File: src/rtl/cdb_arbiter.sv
// cdb_arbiter -- round-robin arbiter for the single Common Data Bus.
//
// The result producers (0 = alu, 1 = mul, 2 = branch, 3 = ldst) present
// finished results. Each cycle at most one of them is granted. The winning
// record is registered into a one-cycle broadcast stage that the ROB and all
// reservation stations / LSQ snoop.
//
// Ports:
//   clk          single clock
//   rst          asynchronous, active-high reset
//   flush        mispredict recovery: no grant this cycle, no broadcast next
//   req_valid    [N_REQ]        requester i holds a result
//   req_cdb      [N_REQ] cdb_t  per-requester result record
//   req_ready    [N_REQ]        one-hot-or-zero grant (combinational)
//   cdb_valid    broadcast stage holds a valid result (one cycle per result)
//   cdb          broadcast record (holds its value while cdb_valid = 0)
//   cdb_src      index of the requester behind the current broadcast
//   bcast_count  broadcasts since reset, wraps

package cdb_pkg;
  localparam int ROB_DEPTH = 8;
  localparam int ROB_W     = $clog2(ROB_DEPTH);

  // 203-bit result record carried on the CDB.
  typedef struct packed {
    logic [ROB_W-1:0] rob_entry;
    logic [63:0]      rd_data;
    logic [63:0]      pc;
    logic [63:0]      target;
    logic             exception;
    logic [4:0]       exc_cause;
    logic             mispredict;
    logic             taken;
  } cdb_t;
endpackage

module cdb_arbiter
  import cdb_pkg::*;
#(
  parameter int N_REQ = 4  // must be >= 2
) (
  input  logic                     clk,
  input  logic                     rst,
  input  logic                     flush,
  input  logic [N_REQ-1:0]         req_valid,
  input  cdb_t [N_REQ-1:0]         req_cdb,
  output logic [N_REQ-1:0]         req_ready,
  output logic                     cdb_valid,
  output cdb_t                     cdb,
  output logic [$clog2(N_REQ)-1:0] cdb_src,
  output logic [31:0]              bcast_count
);

  localparam int PTR_W = $clog2(N_REQ);

  logic [PTR_W-1:0] rr_ptr;
  logic [PTR_W-1:0] win;
  logic             found;
  logic             transfer;

  // (base + off) mod N_REQ without relying on power-of-two wrap, so the
  // result never indexes past N_REQ-1.
  function automatic logic [PTR_W-1:0] wrap_add(input logic [PTR_W-1:0] base,
                                                input int unsigned      off);
    int unsigned s;
    s = 32'(base) + off;
    if (s >= 32'(N_REQ)) s = s - 32'(N_REQ);
    return PTR_W'(s);
  endfunction

  // Search req_valid starting at rr_ptr; the first set bit wins.
  always_comb begin
    // NOTE: every variable gets a default before the loop so that no path
    // through this block leaves it unassigned, which would infer a latch.
    found     = 1'b0;
    win       = '0;
    req_ready = '0;
    for (int k = 0; k < N_REQ; k++) begin
      if (!found && req_valid[wrap_add(rr_ptr, k)]) begin
        found = 1'b1;
        win   = wrap_add(rr_ptr, k);
      end
    end
    // No grants during reset or flush, whatever is pending.
    if (found && !rst && !flush) req_ready[win] = 1'b1;
  end

  assign transfer = |(req_valid & req_ready);

  // NOTE: state is updated with non-blocking assignments so every register
  // samples the pre-edge values, independent of statement order.
  always_ff @(posedge clk or posedge rst) begin
    if (rst) begin
      rr_ptr      <= '0;
      cdb_valid   <= 1'b0;
      cdb         <= '0;
      cdb_src     <= '0;
      bcast_count <= '0;
    end else begin
      // A broadcast lives for exactly one cycle; payload holds when idle.
      cdb_valid <= transfer;
      if (transfer) begin
        cdb         <= req_cdb[win];
        cdb_src     <= win;
        rr_ptr      <= wrap_add(win, 1);
        bcast_count <= bcast_count + 32'd1;
      end
    end
  end

endmodule

File: config.mk
export PLATFORM = sky130hd
export DESIGN_NAME = cdb_arbiter
export DESIGN_NICKNAME = d
export VERILOG_FILES = /design/src/rtl/cdb_arbiter.sv
export SDC_FILE = /design/constraint.sdc
export NUM_CORES = 1
export LEC_CHECK = 0
export ABC_AREA = 0
export BUFFER_PORTS_ARGS = -buffer_cell sky130_fd_sc_hd__buf_2
export CORE_AREA = 2 2 415 417
export CTS_BUF_LIST = sky130_fd_sc_hd__clkbuf_8
export CTS_CLUSTER_DIAMETER = 200
export DETAILED_ROUTE_END_ITERATION = 12
export DIE_AREA = 0 0 417 419
export REMOVE_ABC_BUFFERS = 1
export SLEW_MARGIN = 5
export SYNTH_ARGS = -nofsm -noshare
export SYNTH_HDL_FRONTEND = slang
export SYNTH_SLANG_ARGS = --single-unit
File: constraint.sdc
create_clock -name clk -period 17.2 [get_ports clk]
set_input_delay 3.44 -clock clk [delete_from_list [all_inputs] [get_ports clk]]
set_output_delay 3.44 -clock clk [all_outputs]
set_load 0.01 [all_outputs]
==> flow_metrics.tcl, run 1 <==
set metrics [dict create \
    internal-power_mw 1.81 \
    dieWidth_um 417 \
    synthCells 1563 \
    yosys_most_used_dff "dfrtp_1" \
    postCtsSetupBuffers 0 \
    avgSynthCellArea_um2 9.73 \
    clkPwrFrac 0.213 \
    worst-path-max-fanout 76 \
    finClkSkew_ns 0.0308 \
    antenna_found_initial 92 \
    cts_root_buffer "clkbuf_8" \
    cts-resized-gates 0 \
    gp_congestion 1.01 \
    io_buffers 1060 \
    place_area_um2 22700 \
    hp-start "bcast_count[31]$_DFFE_PP0P_" \
    end_kind "output pin" \
    power.leakage_nw 10.8 \
    drive_gt1_frac 0.470 \
    min-delay-path-class "reg -> reg" \
    path_cells "buf_2 > nor2_1 > nand2_8 > inv_8 > o221ai_4 > buf_4 > nor2_1 > buf_2" \
    numPlacedInstances 4709 \
    finalWorstSetupSlack_ns 7.29 \
    h-tree-depth 2 \
    ys.warnings.count 0 \
    vias 18400 \
    final_nets 3352 \
    final_common_cell "buf_2" \
    multi_input_area_um2 8300 \
    setup_viol 0 \
    vdd_drop_max_uv 95.8 \
    synth_area_um2 15200 \
    coreArea_um2 171000 \
    power.share.combinational 0.524 \
    cts_hold_buf 0 \
    period_minus_slack_ns 9.91 \
    ios 1061 \
    drt_pass1_iterations 5 \
    yosysUniqueCellTypes 40 \
    fillers 19400 \
    dp_hpwl_um 102000 \
    max_clock_freq_mhz 101 \
    clk_latency_ns 0.72 \
    p_sw_mw 1.65 \
    drtIter0Drc 1516 \
    final_util 0.141 \
    finalCritPeriodShare 0.576 \
    cts_num_sinks 240 \
    crit_path_start_kind "input pin" \
    area_growth_pct 57.9 \
    drt.antenna.violating_nets 0 \
    grt_setup_unrepaired "no" \
    rows 152 \
    grt_pass1_vias 17400 \
    cts_max_path_buffers 3 \
    pwr-share-seq 0.263 \
    max_stage_delay_ns 0.57 \
    dieArea_um2 175000 \
    hold_violations 0 \
    drc 0 \
    overflow 0 \
    grt_usage 0.133 \
    synth-seq-cells 240 \
    drv_cap 0 \
    cts_tree "done" \
    tightest_slew_ns 1.06 \
    crit_path_start "rst" \
    finalInstanceArea_um2 24000 \
    dp_slack_ns 7.10 \
    viasPerCell 3.81 \
    synth_edf_count 0 \
    path_clk_slew_ns 0.05 \
    die_height_um 419 \
    start_util 0.0891 \
    path_class "in -> out" \
    status "completed" \
    cp_slowest_cell "inv_8" \
    seq_area_um2 6010 \
    worstPathArrival_ns 6.47 \
    numCtsBuffers 54 \
    cp.required_ns 13.76 \
    swShare 0.476 \
    finalMaxSlewViolations 0 \
    grt_pass1_wl_um 159000 \
    crit_family "buffers and inverters" \
    wire_per_inst_um 25.5 \
    r2r_start "rr_ptr[0]$_DFFE_PP0P_" \
    tns_ns 0 \
    path_buf_inv 4 \
    drt_wl_total_um 123000 \
    final_cell_mix "buf_2, dfrtp_1, nor3b_1" \
    synthArstFlopShare 1.00 \
    slew_headroom 0.273 \
    grt_max_degree 196 \
    p_per_area_nw_per_um2 144 \
    fin_cells 4839 \
    ys_seq_area_frac 0.395 \
]
## power groups by stage
stage | registers, mW | clock network [mW] | logic [mW]
finish | 0.910 | 0.739 | 1.81
global route | 0.932 | 0.794 | 1.92
CTS | 0.905 | 0.776 | 1.84
detailed placement | 0.909 | 0 | 1.83
global placement | 0.910 | 0 | 1.81
floorplan | 0.997 | 0 | 0.915
## layout make-up
class                      count  share of cell area
multi-input combinational   1136               0.346
sequential                   240               0.250
antenna                       30             0.00313
inverter                       4             0.00125
clock buffer                  69              0.0396
timing repair buffer        1096               0.234
tap                         2233               0.116
clock inverter                31             0.00995
## synth_stat cells, drive strengths merged, types with 3 or more instances
cell type  count  area, µm²
mux2i        202       2020
inv            4       15.0
xnor2         22        193
and3           8       50.1
nor2          11       48.8
xor2          10       87.6
dfrtp        240       6010
o21ai        204       1020
clkbuf       106        398
and4           3       26.3
buf           77        512
nand4          5       31.3
nand2         22       90.1
nand3         12       60.1
o22ai        203       1270
nor3           5       25.0
nor3b        204       1530
nor4           3       25.0
nand2b         5       31.3
a211oi       204       1640
## routing by layer
metal	part of all wire	track usage	vias up	wire length, µm
met1	0.42	0.167	9096	51300
met5	0.0014	0.00528	-	169
met4	0.040	0.0498	26	4950
met3	0.079	0.0381	242	9740
li1	-	-	8051	-
met2	0.46	0.216	1025	57200
## cell families (layout without fill, tap and decap cells)
family	after synthesis	after routing	share of synthesized area
AOI/OAI and AO/OA	617	617	0.263
and+or+nand+nor	284	284	0.129
DFF	240	240	0.395
muxes	202	202	0.133
buffers and inverters	187	1200	0.0608
xor gates and xnor gates	32	32	0.0184
adders and majority gates	1	1	0.000823
other	0	30	0
## final timing paths
check	to	slack [ns]	cells after the start
worst max-delay path	req_ready[2]	7.29	8
max in group asynchronous	cdb[2]$_DFFE_PP0P_	12.23	4
worst max register to register	cdb[160]$_DFFE_PP0P_	12.69	8
min in group asynchronous	bcast_count[1]$_DFFE_PP0P_	2.77	2
worst min register to register	bcast_count[31]$_DFFE_PP0P_	0.46	1
worst min-delay path	bcast_count[31]$_DFFE_PP0P_	0.46	1
## sequential cells by signal, summed over array words and instances, names as in the netlist
name / cells
cdb_valid: 1
rr_ptr: 2
cdb: 203
cdb_src: 2
bcast_count: 32
## stage by stage
stage	hold slack, ns	total power [mW]
2_1_floorplan	0.503	1.91
3_5_place_dp	0.460	2.74
5_1_grt	0.483	3.65
4_1_cts	0.472	3.52
6_report	0.463	3.46
3_3_place_gp	0.457	2.72
(Power assumes the default switching activity.)
==> run 2: changes to the inputs <==
--- a/config.mk
+++ b/config.mk
@@ -7,11 +7,11 @@
 export LEC_CHECK = 0
 export ABC_AREA = 0
 export BUFFER_PORTS_ARGS = -buffer_cell sky130_fd_sc_hd__buf_2
-export CORE_AREA = 2 2 415 417
+export CORE_AREA = 2 2 417 419
 export CTS_BUF_LIST = sky130_fd_sc_hd__clkbuf_8
 export CTS_CLUSTER_DIAMETER = 200
 export DETAILED_ROUTE_END_ITERATION = 12
-export DIE_AREA = 0 0 417 419
+export DIE_AREA = 0 0 419 421
 export REMOVE_ABC_BUFFERS = 1
 export SLEW_MARGIN = 5
 export SYNTH_ARGS = -nofsm -noshare
==> constraint.sdc (replaced) <==
create_clock -name clk -period 8.14 [get_ports clk]
set_input_delay 1.628 -clock clk [delete_from_list [all_inputs] [get_ports clk]]
set_output_delay 1.628 -clock clk [all_outputs]
set_load 0.01 [all_outputs]
==> run 2 against run 1 <==
  * Clock power rose by 120%
  * Critical path depth fell by 1
  * Power increased by 120%
  * Sequential power is 110% higher
  * Critical path type unchanged
==> flow_metrics.tcl, run 2 (synthesized netlist as in run 1, its figures left out) <==
set metrics [dict create \
    top_register "cdb" \
    crit_path_start_kind "input pin" \
    antenna_found_initial 77 \
    place_area_um2 22900 \
    io_buffers 1060 \
    grt_max_degree 182 \
    rows 153 \
    area_growth_pct 58.8 \
    end_kind "output pin" \
    grt_setup_unrepaired "no" \
    cts-resized-gates 0 \
    worstPathArrival_ns 4.32 \
    numCtsBuffers 56 \
    hp-start "bcast_count[31]$_DFFE_PP0P_" \
    cts_hold_buf 0 \
    r2r_start "rr_ptr[1]$_DFFE_PP0P_" \
    finalInstanceArea_um2 24100 \
    power.leakage_nw 10.7 \
    path_class "in -> out" \
    start_util 0.0882 \
    postCtsSetupBuffers 0 \
    drt_wl_total_um 131000 \
    finalMaxSlewViolations 0 \
    grt_pass1_wl_um 168000 \
    hold_slack_ns 0.469 \
    dieWidth_um 419 \
    final_common_cell "buf_2" \
    cp.required_ns 6.51 \
    status "completed" \
    cts_max_path_buffers 3 \
    path_clk_slew_ns 0.05 \
    wire_per_inst_um 26.7 \
    drt_pass1_iterations 5 \
    grt_usage 0.142 \
    p_per_area_nw_per_um2 309 \
    clk_latency_ns 0.73 \
    drv_cap 0 \
    largest_reg_flops 203 \
    drc 0 \
    overflow 0 \
    coreArea_um2 172000 \
    final_cell_mix "buf_2, dfrtp_1, nor3b_1" \
    vias 18300 \
    vdd_drop_max_uv 216 \
    r2r_slack_ns 4.03 \
    cts_num_sinks 240 \
    max_clock_freq_mhz 168 \
    finalCritPeriodShare 0.731 \
    setup_viol 0 \
    dp_hpwl_um 107000 \
    reg.largest.list "cdb (203), bcast_count (32)" \
    drt.antenna.violating_nets 0 \
    tightest_slew_ns 1.29 \
    grt_pass1_vias 17600 \
    slew_headroom 0.132 \
    crit_path_start "rst" \
    min-delay-path-class "reg -> reg" \
    ios 1061 \
    finClkSkew_ns 0.0587 \
    viasPerCell 3.72 \
    drive_gt1_frac 0.471 \
    hold_violations 0 \
    dieArea_um2 176000 \
    die_height_um 421 \
    period_minus_slack_ns 5.95 \
    gp_congestion 0.983 \
    h-tree-depth 2 \
    worst-path-max-fanout 100 \
    final_nets 3353 \
    cts_root_buffer "clkbuf_8" \
    fin_cells 4920 \
    numPlacedInstances 4800 \
    drtIter0Drc 1374 \
    cts_tree "done" \
]
[run 2: routing by layer]
layer | part of all wire | up-vias | GRT usage
li1 | - | 8037 | -
met1 | 0.40 | 8982 | 0.171
met2 | 0.48 | 1013 | 0.237
met3 | 0.090 | 231 | 0.0460
met4 | 0.035 | 36 | 0.0470
met5 | 0.0018 | - | 0
[run 2: worst max-delay path, stage by stage]
cell and delay [ns]:
buf_2 0.14, nor2_1 0.39, nand2_8 0.45, inv_8 0.57, o221ai_4 0.22, nor2_1 0.53
buf_2 0.27
[run 2: stage by stage]
stage | util | power, mW | setup TNS, ns | worst slack (ns)
after floorplan | - | 4.04 | -676.33 | -4.73
after global placement | 0.133 | 5.90 | 0 | 2.01
after global routing | 0.140 | 7.90 | 0 | 2.03
after CTS | 0.140 | 7.65 | 0 | 2.02
after detailed placement | 0.133 | 5.92 | 0 | 2.03
final | 0.140 | 7.46 | 0 | 2.19
[run 2: power breakdown]
| group | switching, mW | internal [mW] | leakage, nW | total (mW) |
|---|---|---|---|---|
| clock | 0.715 | 0.924 | 0.656 | 1.64 |
| combinational | 2.56 | 1.34 | 7.25 | 3.90 |
| sequential | 0.280 | 1.64 | 2.84 | 1.92 |
| total | 3.56 | 3.90 | 10.7 | 7.46 |
[run 2: final cells by class]
class	count	area, µm²
flip-flops and latches	240	6010
multi-input cells	1136	8300
well taps	2325	2910
diodes	23	57.6
repair buffers	1095	5620
fillers	19800	148000
inverters	4	30.0
clock inverters	31	315
clock buffers	66	908
[run 2: path summary, 6_finish.rpt]
kind	depth (start not counted)	to
worst max-delay path	7	req_ready[2]
worst min-delay path	1	bcast_count[31]$_DFFE_PP0P_
worst max register to register	6	cdb[116]$_DFFE_PP0P_
worst min register to register	1	bcast_count[31]$_DFFE_PP0P_
max in group asynchronous	3	cdb[89]$_DFFE_PP0P_
min in group asynchronous	2	bcast_count[1]$_DFFE_PP0P_
